<file path="config.mk">
export PLATFORM = sky130hd
export DESIGN_NAME = coin_accumulator
export DESIGN_NICKNAME = d
export VERILOG_FILES = /design/src/rtl/coffee_pkg.sv /design/src/rtl/edge_detect.sv /design/src/rtl/coin_accumulator.sv
export SDC_FILE = /design/constraint.sdc
export NUM_CORES = 1
export LEC_CHECK = 0
export BUFFER_PORTS_ARGS = -buffer_cell sky130_fd_sc_hd__buf_2
export CORE_AREA = 2 2 39 41
export DETAILED_ROUTE_END_ITERATION = 7
export DIE_AREA = 0 0 41 43
export GPL_TIMING_DRIVEN = 0
export PLACE_DENSITY = 0.68
export SLEW_MARGIN = 10
export SYNTH_ARGS = -nofsm -noshare
export SYNTH_HDL_FRONTEND = slang
export SYNTH_SLANG_ARGS = --single-unit
</file>
<file path="constraint.sdc">
create_clock -name Coin_Acc_Clk -period 3.9 [get_ports Coin_Acc_Clk]
set_clock_uncertainty 0.2 [all_clocks]
set_input_delay 0.39 -clock Coin_Acc_Clk [delete_from_list [all_inputs] [get_ports Coin_Acc_Clk]]
set_output_delay 0.39 -clock Coin_Acc_Clk [all_outputs]
set_load 0.03 [all_outputs]
</file>
<file path="src/rtl/coffee_pkg.sv">
`default_nettype none
// ============================================================================
//  Module      : coffee_pkg
//  Description : Shared types and constants for the coffee-machine controller
//                (credit width, price, coin-accumulator state encoding).
//  Revision    : 1.0 - initial release
// ============================================================================
package coffee_pkg;

  // Width of the credit bus between the accumulator and the comparator
  localparam int CREDIT_W = 3;

  // Price of one cup, shared with the price comparator
  localparam logic [2:0] PRICE = 3'd3;

  // Coin-accumulator control states
  typedef enum logic [1:0] {
    IDLE    = 2'd0,
    COLLECT = 2'd1,
    LOCKED  = 2'd2
  } acc_state_t;

endpackage
`default_nettype wire

</file>
<file path="src/rtl/edge_detect.sv">
`default_nettype none
// ============================================================================
//  Module      : edge_detect
//  Description : 1-bit rising-edge detector. The history flop clears to 0 on
//                reset, so a level already high at reset release reports one
//                edge on the first active cycle.
//  Revision    : 1.0 - initial release
// ============================================================================
module edge_detect (
  input  logic clk,
  input  logic rst_n,
  input  logic din,
  output logic rise
);

  logic hist;

  // Previous-cycle copy of the input level
  always_ff @(posedge clk) begin
    if (!rst_n) hist <= 1'b0;
    else        hist <= din;
  end

  assign rise = din & ~hist;

endmodule
`default_nettype wire

</file>
<file path="src/rtl/coin_accumulator.sv">
`default_nettype none
// ============================================================================
//  Module      : coin_accumulator
//  Description : Edge-detects coin and cancel inputs, accumulates a saturating
//                credit total for the price comparator, locks the coin gate
//                once credit is sufficient, clears on vend and refunds on
//                cancel.
//  Revision    : 1.0 - initial release
// ============================================================================
module coin_accumulator
  import coffee_pkg::*;
#(
  parameter int WIDTH      = CREDIT_W,
  parameter int COIN_A_VAL = 1,
  parameter int COIN_B_VAL = 2,
  parameter int MAX_CREDIT = 7
) (
  input  logic             Coin_Acc_Clk,
  input  logic             Coin_Acc_Rst_n,
  input  logic             Coin_Acc_Coin_A,
  input  logic             Coin_Acc_Coin_B,
  input  logic             Coin_Acc_Cancel,
  input  logic             Coin_Acc_Enough,
  input  logic             Coin_Acc_Vend_Done,
  output logic [WIDTH-1:0] Coin_Acc_Total,
  output logic             Coin_Acc_Accept,
  output logic             Coin_Acc_Reject,
  output logic             Coin_Acc_Refund_Valid,
  output logic [WIDTH-1:0] Coin_Acc_Refund_Amt
);

  // Two guard bits so total + both coins can never wrap before clamping
  localparam int SUM_W = WIDTH + 2;

  logic             a_edge;
  logic             b_edge;
  logic             cancel_edge;
  logic             coin_edge;
  logic [SUM_W-1:0] add_val;
  logic [SUM_W-1:0] sum_raw;
  logic [WIDTH-1:0] sum_clamped;
  logic             clipped;
  acc_state_t       state;

  edge_detect u_edge_a (
    .clk   (Coin_Acc_Clk),
    .rst_n (Coin_Acc_Rst_n),
    .din   (Coin_Acc_Coin_A),
    .rise  (a_edge)
  );

  edge_detect u_edge_b (
    .clk   (Coin_Acc_Clk),
    .rst_n (Coin_Acc_Rst_n),
    .din   (Coin_Acc_Coin_B),
    .rise  (b_edge)
  );

  edge_detect u_edge_cancel (
    .clk   (Coin_Acc_Clk),
    .rst_n (Coin_Acc_Rst_n),
    .din   (Coin_Acc_Cancel),
    .rise  (cancel_edge)
  );

  assign coin_edge = a_edge | b_edge;

  // Candidate credit: current total plus this cycle's coins, clamped at the ceiling
  always_comb begin
    add_val = '0;
    if (a_edge) add_val = add_val + SUM_W'(COIN_A_VAL);
    if (b_edge) add_val = add_val + SUM_W'(COIN_B_VAL);
    sum_raw     = SUM_W'(Coin_Acc_Total) + add_val;
    clipped     = (sum_raw > SUM_W'(MAX_CREDIT));
    sum_clamped = clipped ? WIDTH'(MAX_CREDIT) : sum_raw[WIDTH-1:0];
  end

  // Control FSM with registered credit, gate and refund outputs
  always_ff @(posedge Coin_Acc_Clk) begin
    if (!Coin_Acc_Rst_n) begin
      state                 <= IDLE;
      Coin_Acc_Total        <= '0;
      Coin_Acc_Accept       <= 1'b1;
      Coin_Acc_Reject       <= 1'b0;
      Coin_Acc_Refund_Valid <= 1'b0;
      Coin_Acc_Refund_Amt   <= '0;
    end else begin
      Coin_Acc_Reject       <= 1'b0;
      Coin_Acc_Refund_Valid <= 1'b0;
      Coin_Acc_Refund_Amt   <= '0;
      case (state)
        IDLE: begin
          // Cancel with no credit has nothing to return
          if (coin_edge) begin
            Coin_Acc_Total  <= sum_clamped;
            Coin_Acc_Reject <= clipped;
            state           <= COLLECT;
          end
        end
        COLLECT: begin
          Coin_Acc_Total  <= sum_clamped;
          Coin_Acc_Reject <= clipped;
          if (Coin_Acc_Enough) begin
            // Enough credit wins over cancel: the vend is committed
            state           <= LOCKED;
            Coin_Acc_Accept <= 1'b0;
          end else if (cancel_edge) begin
            // Refund includes any coin that arrived with the cancel
            Coin_Acc_Refund_Valid <= 1'b1;
            Coin_Acc_Refund_Amt   <= sum_clamped;
            Coin_Acc_Total        <= '0;
            state                 <= IDLE;
          end
        end
        LOCKED: begin
          Coin_Acc_Reject <= coin_edge;
          if (Coin_Acc_Vend_Done) begin
            Coin_Acc_Total  <= '0;
            Coin_Acc_Accept <= 1'b1;
            state           <= IDLE;
          end
        end
        default: begin
          Coin_Acc_Total  <= '0;
          Coin_Acc_Accept <= 1'b1;
          state           <= IDLE;
        end
      endcase
    end
  end

endmodule
`default_nettype wire

</file>
==> results of run 1 <==
==> worst max-delay path, delay by kind of cell, from the launching register on <==
kind | cells | cell delay [ns]
fa+ha+maj | 1 | 0.30
compound gates | 2 | 0.29
flops | 1 | 0.31
simple gates | 3 | 0.53
==> layout make-up <==
type / instances / area (um^2)
Fill cell: 142 / 677
Clock buffer: 4 / 36.3
Tap cell: 16 / 20.0
Inverter: 1 / 3.75
Buffer: 1 / 3.75
Sequential cell: 14 / 280
Multi-Input combinational cell: 45 / 293
Timing Repair Buffer: 14 / 70.1
==> registers in the layout, indices dropped and copies added, names as in the netlist <==
register               flops
u_edge_cancel.hist         1
u_edge_b.hist              1
state                      2
Coin_Acc_Accept            1
Coin_Acc_Total             3
Coin_Acc_Refund_Amt        3
Coin_Acc_Refund_Valid      1
u_edge_a.hist              1
Coin_Acc_Reject            1
==> cells by family (layout without fill, tap and decap cells) <==
family | count (synthesis) | count (layout)
buf+inv | 2 | 20
simple gates | 32 | 32
flops | 14 | 14
compound gates | 9 | 9
mux | 1 | 1
fa+ha+maj | 3 | 3
==> per-stage QoR <==
stage / total power (W) / setup WS (ns)
after detailed placement: 0.000228 / 1.97
after floorplan: 0.000210 / 2.20
final: 0.000329 / 2.17
after global routing: 0.000346 / 2.06
after global placement: 0.000225 / 2.02
after CTS: 0.000333 / 2.17
==> power by group <==
group,switching (W),total [W],internal (W)
Combinational,0.0000350,0.0000611,0.0000261
Sequential,0.00000961,0.000162,0.000153
Clock,0.0000488,0.000106,0.0000568
Total,0.0000934,0.000329,0.000236
==> routing by layer <==
metal,GRT usage [%],vias up
li1,-,244
met1,17.6,205
met2,23.4,17
met3,4.71,4
met4,8.00,0
met5,0,-
==> layout by cell type (no fill, tap or decap) <==
cell type,instances
a21boi_0,1
a21oi_1,1
and2_1,2
and2_2,1
and2_4,1
and3_2,1
buf_2,14
clkbuf_1,1
clkbuf_4,3
clkbuf_8,1
dfxtp_1,14
fa_1,1
ha_1,2
inv_1,1
mux2i_1,1
nand2_1,8
nand3_1,1
nand3b_1,1
nor2_1,8
nor2b_1,6
nor2b_4,1
nor4bb_1,1
o211ai_1,1
o21ai_0,3
o22ai_1,2
o311ai_0,1
or4_4,1
==> worst max path at each step <==
stage / end / depth (start not counted) / slack, ns / from
finish: Coin_Acc_Total[0] / 6 / 2.17 / u_edge_b.hist
global route: Coin_Acc_Total[0] / 6 / 2.06 / u_edge_b.hist
CTS: Coin_Acc_Total[0] / 6 / 2.17 / u_edge_b.hist
detailed placement: Coin_Acc_Total[0] / 7 / 1.97 / Coin_Acc_Coin_B
global placement: Coin_Acc_Total[0] / 7 / 2.02 / Coin_Acc_Coin_B
floorplan: Coin_Acc_Total[1] / 4 / 2.20 / Coin_Acc_Total[0]
==> results.json, run 1 <==
{
  "outcome": "finished, final reports clean",
  "portBuffers": 14,
  "wl_met1_um": 471,
  "synth_cell_types": 24,
  "synth_area_leaders": "dfxtp_1, nor2b_1, nand2_1",
  "postCtsHoldBufs": 0,
  "cts_tree": "yes",
  "yosysTopAreaCell": "dfxtp_1",
  "wire_per_inst_um": 11.2,
  "yosysMostFrequentCell": "dfxtp_1",
  "insertedDiodeCount": 0,
  "crit_path_frequent_cell": "nor2b_1",
  "design_area_um2": 707,
  "cp-start-kind": "flop",
  "clock_path_buffers": 2,
  "dr_total_vias": 470,
  "cts.sinks": 14,
  "final_cells": 95,
  "cellLeakagePower_nw": 0.324,
  "reg2reg_from": "u_edge_b.hist",
  "min_from": "Coin_Acc_Cancel",
  "whs_path_depth": 2,
  "yosys.area_share.simple_pct": 31.3,
  "dp.cells": 91,
  "routed_wl_um": 1070,
  "wl_met2_um": 512,
  "overflow": 0,
  "synthAdderAreaFrac_pct": 7.76,
  "drc": 0,
  "layout-drive-gt1-share_pct": 29.1,
  "rows": 14,
  "wl_met3_um": 66,
  "grt_first_pass_wirelength_um": 1750,
  "clk_latency_ns": 0.28,
  "worstPathArrival_ns": 1.70,
  "syn_inst": 61,
  "synthMuxAreaShare_pct": 1.72,
  "cp_cell_sequence": "nor2b_1 -> ha_1 -> a21oi_1 -> nor2b_1 -> nor2_1 -> o22ai_1",
  "hold_class": "in2reg",
  "place_area_um2": 671,
  "powerDensity_nw_per_um2": 465,
  "first_global_vias": 445,
  "drtIter0Drc": 6,
  "dieArea_um2": 1760,
  "finalSetupViolCount": 0,
  "cts_setup_buffers": 0,
  "hold_slack_ns": 0.125,
  "area_growth_pct": 21.8,
  "hold_path_end": "u_edge_cancel.hist",
  "synth_area_per_cell_um2": 9.52,
  "io-pin-count": 16,
  "slew_headroom_pct": 74.3,
  "critPathCaptureType": "flop",
  "syn_nets": 71,
  "avgViaCountPerCell": 4.95,
  "rsz0062_at_grt": "no",
  "drv_cap": 0,
  "dieWidth_um": 41,
  "numCtsBuffers": 3,
  "synth-xor-area-share_pct": 0,
  "ant_nets": 0,
  "synth_common_cells": "dfxtp_1, nand2_1, nor2_1",
  "syn_area_um2": 581,
  "grt_max_degree": 11,
  "path_class": "reg2reg",
  "ys_ff_latch": 14,
  "r2r_cells": 6,
  "ys_seq_area_share_pct": 48.3,
  "slowest_delay_ns": 0.31,
  "core_area_um2": 1380,
  "cts_resized": 0,
  "dr.pass1.iters": 4,
  "reg2reg_setup_slack_ns": 2.17,
  "tightest_slew_ns": 0.385,
  "finalHoldViolations": 0,
  "clock-root-buffer": "clkbuf_4",
  "rr_endpoint": "Coin_Acc_Total[0]",
  "htreeDepth": 1,
  "gp_congestion": 0.734,
  "final.min_clock_period_ns": 1.73,
  "cp_slowest_cell": "dfxtp_1",
  "async_flop_share_pct": 0,
  "fin_tns_setup_ns": 0,
  "synth_compound_gate_area_share_pct": 9.70,
  "clkTransAtPathRegs_ns": 0.09,
  "finalCritPeriodShare_pct": 44.4,
  "highest_layer": "met4",
  "final_util_pct": 51.1,
  "initial_utilization_pct": 42.0,
  "crit_path_max_fanout": 4,
  "final_nets": 90,
  "die_h_um": 43,
  "antenna_found_initial": 0,
  "yosysTopAreaCellShare_pct": 48.3,
  "synth_top_family_by_area": "simple AND/OR/NAND/NOR gates",
  "slew_viol_final": 0,
  "worst_ep_required_time_ns": 3.87,
  "ys_warn_count": 0,
  "track_usage_pct": 15.1,
  "synth-edff-count": 0,
  "max-vdd-ir-drop_uv": 180,
  "synth_ff_type": "dfxtp_1",
  "max_freq_ghz": 0.578
}
No activity file was read; power rests on OpenSTA's default activity.
==> inputs of run 2 (changes only) <==
- CORE_AREA: 2 2 39 41 -> default
- CORE_MARGIN: default -> 2
- CORE_UTILIZATION: default -> 43
- DIE_AREA: 0 0 41 43 -> default
- PLACE_DENSITY: 0.68 -> 0.7
- clock period: 3.9 -> 1.55 ns (I/O delays scaled with it)
==> run 2 against run 1 <==
Effect of this change:
- the run now ends with negative setup slack left
- die area down 5.8%
- core utilization rose by 15 points
- non-clock buffer count increased by 9
- flip-flop and latch count did not move
- fmax is 11% higher
- critical path type unchanged
- largest cell class unchanged
==> results.json, run 2 (synthesized netlist as in run 1, its figures left out) <==
{
  "final_cells": 103,
  "multi_input_area_um2": 343,
  "htreeDepth": 1,
  "critPathCaptureType": "flop",
  "layout-drive-gt1-share_pct": 44.3,
  "numCtsBuffers": 3,
  "rsz0062_at_grt": "yes",
  "path_class": "reg2reg",
  "dieArea_um2": 1660,
  "tightest_slew_ns": 0.320,
  "drv_cap": 0,
  "finalCritPeriodShare_pct": 100,
  "final_util_pct": 65.8,
  "finalHoldViolations": 0,
  "powerDensity_nw_per_um2": 1040,
  "fillers": 110,
  "dp_slack_ns": -0.0779,
  "dr.pass1.iters": 4,
  "antenna_found_initial": 0,
  "cts_tree": "yes",
  "dr_total_vias": 510,
  "io-pin-count": 16,
  "slew_headroom_pct": 78.6,
  "portBuffers": 14,
  "clkTransAtPathRegs_ns": 0.08,
  "gp_congestion": 0.798,
  "hold_class": "in2reg",
  "cp-start-kind": "flop",
  "max_freq_ghz": 0.642,
  "power.total_w": 0.000882,
  "rows": 13,
  "clock_path_buffers": 2,
  "finalSetupViolCount": 1,
  "violations": "negative setup slack",
  "final.min_clock_period_ns": 1.56,
  "final_common_cell": "buf_2",
  "dieWidth_um": 40.7,
  "grt_max_degree": 11,
  "area_growth_pct": 45.7,
  "final_cell_mix": "buf_2, dfxtp_1, nand2_1",
  "initial_utilization_pct": 45.2,
  "cellLeakagePower_nw": 0.373,
  "core_area_um2": 1280,
  "finalWorstSetupSlack_ns": -0.00707,
  "drc": 0,
  "clock-root-buffer": "clkbuf_4",
  "design_area_um2": 846,
  "overflow": 0,
  "slew_viol_final": 0,
  "routed_wl_um": 1150,
  "insertedDiodeCount": 0,
  "avgViaCountPerCell": 4.95,
  "hpwl_um": 776,
  "place_area_um2": 684,
  "track_usage_pct": 19.3,
  "wire_per_inst_um": 11.2,
  "dp.cells": 90,
  "die_h_um": 40.7,
  "ant_nets": 0,
  "drtIter0Drc": 8,
  "whs_path_depth": 3,
  "outcome": "finished with violations",
  "clk_latency_ns": 0.28,
  "largestRegisters": "Coin_Acc_Refund_Amt (3), Coin_Acc_Total (3), state (2)",
  "seq_area_um2": 288,
  "max-vdd-ir-drop_uv": 543,
  "r2r_cells": 5,
  "worst_ep_required_time_ns": 1.52,
  "cts.sinks": 14,
  "crit_path_max_fanout": 3,
  "first_global_vias": 454,
  "final_nets": 99,
  "grt_first_pass_wirelength_um": 1970,
  "worstPathArrival_ns": 1.53
}
==> run 2: cell count changes in the layout (fill, tap and decap cells not counted), moves of 2 or more <==
cell | previous run | this run
dfxtp_2 | 0 | 3
dlygate4sd3_1 | 0 | 6
nor2b_1 | 6 | 4
dfxtp_1 | 14 | 10
nor2_1 | 8 | 6
buf_4 | 0 | 3
==> run 2: area by class of cell <==
cell class / count / share of cell area (%)
Sequential cell: 14 / 34.0
Tap cell: 15 / 2.22
Timing Repair Buffer: 23 / 18.0
Multi-Input combinational cell: 45 / 40.5
Clock buffer: 4 / 4.29
Inverter: 1 / 0.444
Buffer: 1 / 0.444
==> run 2: layer usage <==
| metal | track usage [%] | up-vias | share of wire (%) |
|---|---|---|---|
| met2 | 29.0 | 11 | 46 |
| met1 | 23.4 | 232 | 47 |
| li1 | - | 262 | - |
| met5 | 0 | - | 0 |
| met3 | 4.89 | 5 | 3.6 |
| met4 | 15.0 | 0 | 3.3 |
==> run 2: worst max-delay path: stages, from the launching register on <==
cell     delay [ns]
dfxtp_2        0.33
nor2b_4        0.14
ha_4           0.15
fa_2           0.44
nor2_4         0.10
o22ai_1        0.08
==> run 2: what timing repair did <==
action                                  4_1_cts  5_1_grt
hold buffers                                  6        0
gates cloned                                  0        0
endpoints found under the hold margin         5        0
pin swaps                                     5        4
resized for setup                             7        3
endpoints found under the setup margin        7        7
setup buffers                                 1        2
==> run 2: path summary, 6_finish.rpt <==
path                        start                 to  slack, ns
hold / removal     Coin_Acc_Rst_n  Coin_Acc_Total[0]       0.04
setup reg to reg    u_edge_a.hist  Coin_Acc_Total[1]     -0.007
hold reg to reg   Coin_Acc_Accept    Coin_Acc_Accept       0.29
setup / recovery    u_edge_a.hist  Coin_Acc_Total[1]     -0.007
==> run 2: report_power, final <==
part	total, W	internal [W]	switching [W]
logic	0.000203	0.0000988	0.000104
clock network	0.000266	0.000143	0.000123
registers	0.000414	0.000387	0.0000266
==> run 2: per-stage QoR <==
step / hold slack (ns) / TNS [ns]
after floorplan: 0.0767 / -0.000909
after global placement: 0.175 / -0.0973
after detailed placement: 0.175 / -0.228
after CTS: 0.0612 / -0.0391
after global routing: 0.0829 / -0.142
final: 0.0420 / -0.00707
==> inputs of run 3 (changes only) <==
- BUFFER_PORTS_ARGS: -buffer_cell sky130_fd_sc_hd__buf_2 -> -buffer_cell sky130_fd_sc_hd__buf_4
==> run 3 against run 2 <==
Effect of this change:
- the flow still finishes with violations (negative setup slack)
- register-to-register slack lost 0.06 ns
- critical endpoint unchanged
- sequential share of layout area is 1.7 points lower
- first-iteration DRC count shrank 75%
- routed wire length increased by 8.3%
- critical path type unchanged
- non-clock buffer count decreased by 1
- setup slack got worse by 0.062 ns
- design area rose by 5.2%
- clock power about the same
- core utilization up 3.4 points
- hold slack worse by 0.017 ns
==> results.json, run 3 (synthesized netlist as in run 1, its figures left out) <==
{
  "outcome": "finished with violations",
  "violations": "negative setup slack",
  "timing.critical_path.max_delay_family": "adder cells",
  "final_cell_mix": "buf_4, dfxtp_1, nand2_1",
  "antenna_found_initial": 0,
  "drtIter0Drc": 2,
  "track_usage_pct": 20.0,
  "clkTransAtPathRegs_ns": 0.09,
  "dieArea_um2": 1660,
  "finalWorstSetupSlack_ns": -0.0691,
  "area_growth_pct": 53.2,
  "htreeDepth": 1,
  "layout-drive-gt1-share_pct": 44.8,
  "rows": 13,
  "tightest_slew_ns": 0.390,
  "critPathCaptureType": "flop",
  "crit_start": "u_edge_a.hist",
  "fillers": 102,
  "drv_cap": 0,
  "gp_congestion": 0.809,
  "core_area_um2": 1280,
  "final_nets": 98,
  "slowest_delay_ns": 0.46,
  "overflow": 0,
  "grt_max_degree": 11,
  "finalCritPeriodShare_pct": 104,
  "clock_path_buffers": 2,
  "cts_tree": "yes",
  "busiest_layer": "met2",
  "clock-root-buffer": "clkbuf_4",
  "die_h_um": 40.7,
  "hold_slack_ns": 0.0246,
  "design_area_um2": 890,
  "ant_nets": 0,
  "max_freq_ghz": 0.618,
  "cp_slowest_cell": "fa_2",
  "first_global_vias": 496,
  "wire_per_inst_um": 12.2,
  "slew_headroom_pct": 74.0,
  "hold_class": "in2reg",
  "portBuffers": 14,
  "powerDensity_nw_per_um2": 1020,
  "crit_path_max_fanout": 3,
  "drc": 0,
  "routed_wl_um": 1250,
  "dieWidth_um": 40.7,
  "cp-start-kind": "flop",
  "io-pin-count": 16,
  "initial_utilization_pct": 45.2,
  "path_class": "reg2reg",
  "reg2reg_from": "u_edge_a.hist",
  "clk_latency_ns": 0.28,
  "dr_total_vias": 495,
  "min_from": "Coin_Acc_Enough",
  "finalSetupViolCount": 4,
  "grt_first_pass_wirelength_um": 2060,
  "slew_viol_final": 0,
  "use_met3_pct": 8.15,
  "dr.pass1.iters": 2,
  "use_met1_pct": 21.9,
  "place_area_um2": 719,
  "hpwl_um": 767,
  "largestRegisters": "Coin_Acc_Refund_Amt (3), Coin_Acc_Total (3), state (2)",
  "insertedDiodeCount": 0,
  "worstPathArrival_ns": 1.58,
  "numCtsBuffers": 3,
  "final.min_clock_period_ns": 1.62,
  "path_buf_inv": 0,
  "finalHoldViolations": 0,
  "avgViaCountPerCell": 4.85,
  "rsz0062_at_grt": "yes",
  "worst_ep_required_time_ns": 1.51,
  "cp_cell_sequence": "nor2b_4 -> ha_4 -> fa_2 -> nor2_4 -> o22ai_1",
  "final_common_cell": "buf_4",
  "cts.sinks": 14,
  "max-vdd-ir-drop_uv": 715,
  "use_met2_pct": 34.1,
  "cellLeakagePower_nw": 0.374
}
==> run 3: changes by cell type in the layout (fill, tap and decap cells not counted) <==
cell,before,now
buf_4,3,15
buf_2,14,0
ha_1,1,0
ha_4,1,2
buf_6,0,1
==> run 3: report_power, final <==
group	internal, W	switching [W]	total, W	leakage (nW)
sequential	0.000387	0.0000308	0.000418	0.116
combinational	0.000114	0.000108	0.000222	0.237
clock	0.000143	0.000121	0.000264	0.0210
==> run 3: worst paths after layout <==
check | cells past startpoint | slack (ns) | end
setup / recovery | 5 | -0.07 | Coin_Acc_Total[1]
hold / removal | 4 | 0.02 | Coin_Acc_Refund_Valid
setup reg to reg | 5 | -0.07 | Coin_Acc_Total[1]
hold reg to reg | 2 | 0.30 | Coin_Acc_Accept
==> run 3: repair_timing <==
action                                  in CTS  in global routing
endpoints found under the setup margin       5                  7
pin swaps                                    0                  6
hold buffers                                 6                  0
hold endpoints to repair                     5                  0
gates cloned                                 0                  0
buffers inserted                             2                  0
resized for setup                            2                 10
==> run 3: layout make-up <==
type / count / area [um^2] / area share, %
plain buffers: 1 / 3.75 / 0.422
clock buffers: 4 / 36.3 / 4.08
inverters: 1 / 3.75 / 0.422
multi-input cells: 45 / 355 / 39.9
flip-flops and latches: 14 / 288 / 32.3
well taps: 15 / 18.8 / 2.11
repair buffers: 22 / 184 / 20.7
==> run 3: tightest hold or removal path: stages <==
cell and delay [ns]:
buf_4 0.09, nor4bb_2 0.04, nand2_1 0.11, inv_1 0.05
==> run 3: per-layer routing <==
metal	share of wire [%]	wire length [um]	up-vias
met5	0	0	-
met4	0.64	8	0
met3	4.8	60	2
met2	52	654	11
met1	42	524	224
li1	-	-	258
==> run 3: through the flow <==
step	util, %	worst slack [ns]	cells	total power, W	TNS [ns]
6_report	69.2	-0.0691	102	0.000903	-0.156
5_1_grt	69.2	-0.115	102	0.000954	-0.329
4_1_cts	65.5	-0.0347	102	0.000869	-0.0440
3_5_place_dp	56.0	-0.0585	90	0.000591	-0.122
3_3_place_gp	56.0	-0.0404	90	0.000588	-0.0777
2_1_floorplan	-	-0.000909	61	0.000536	-0.000909
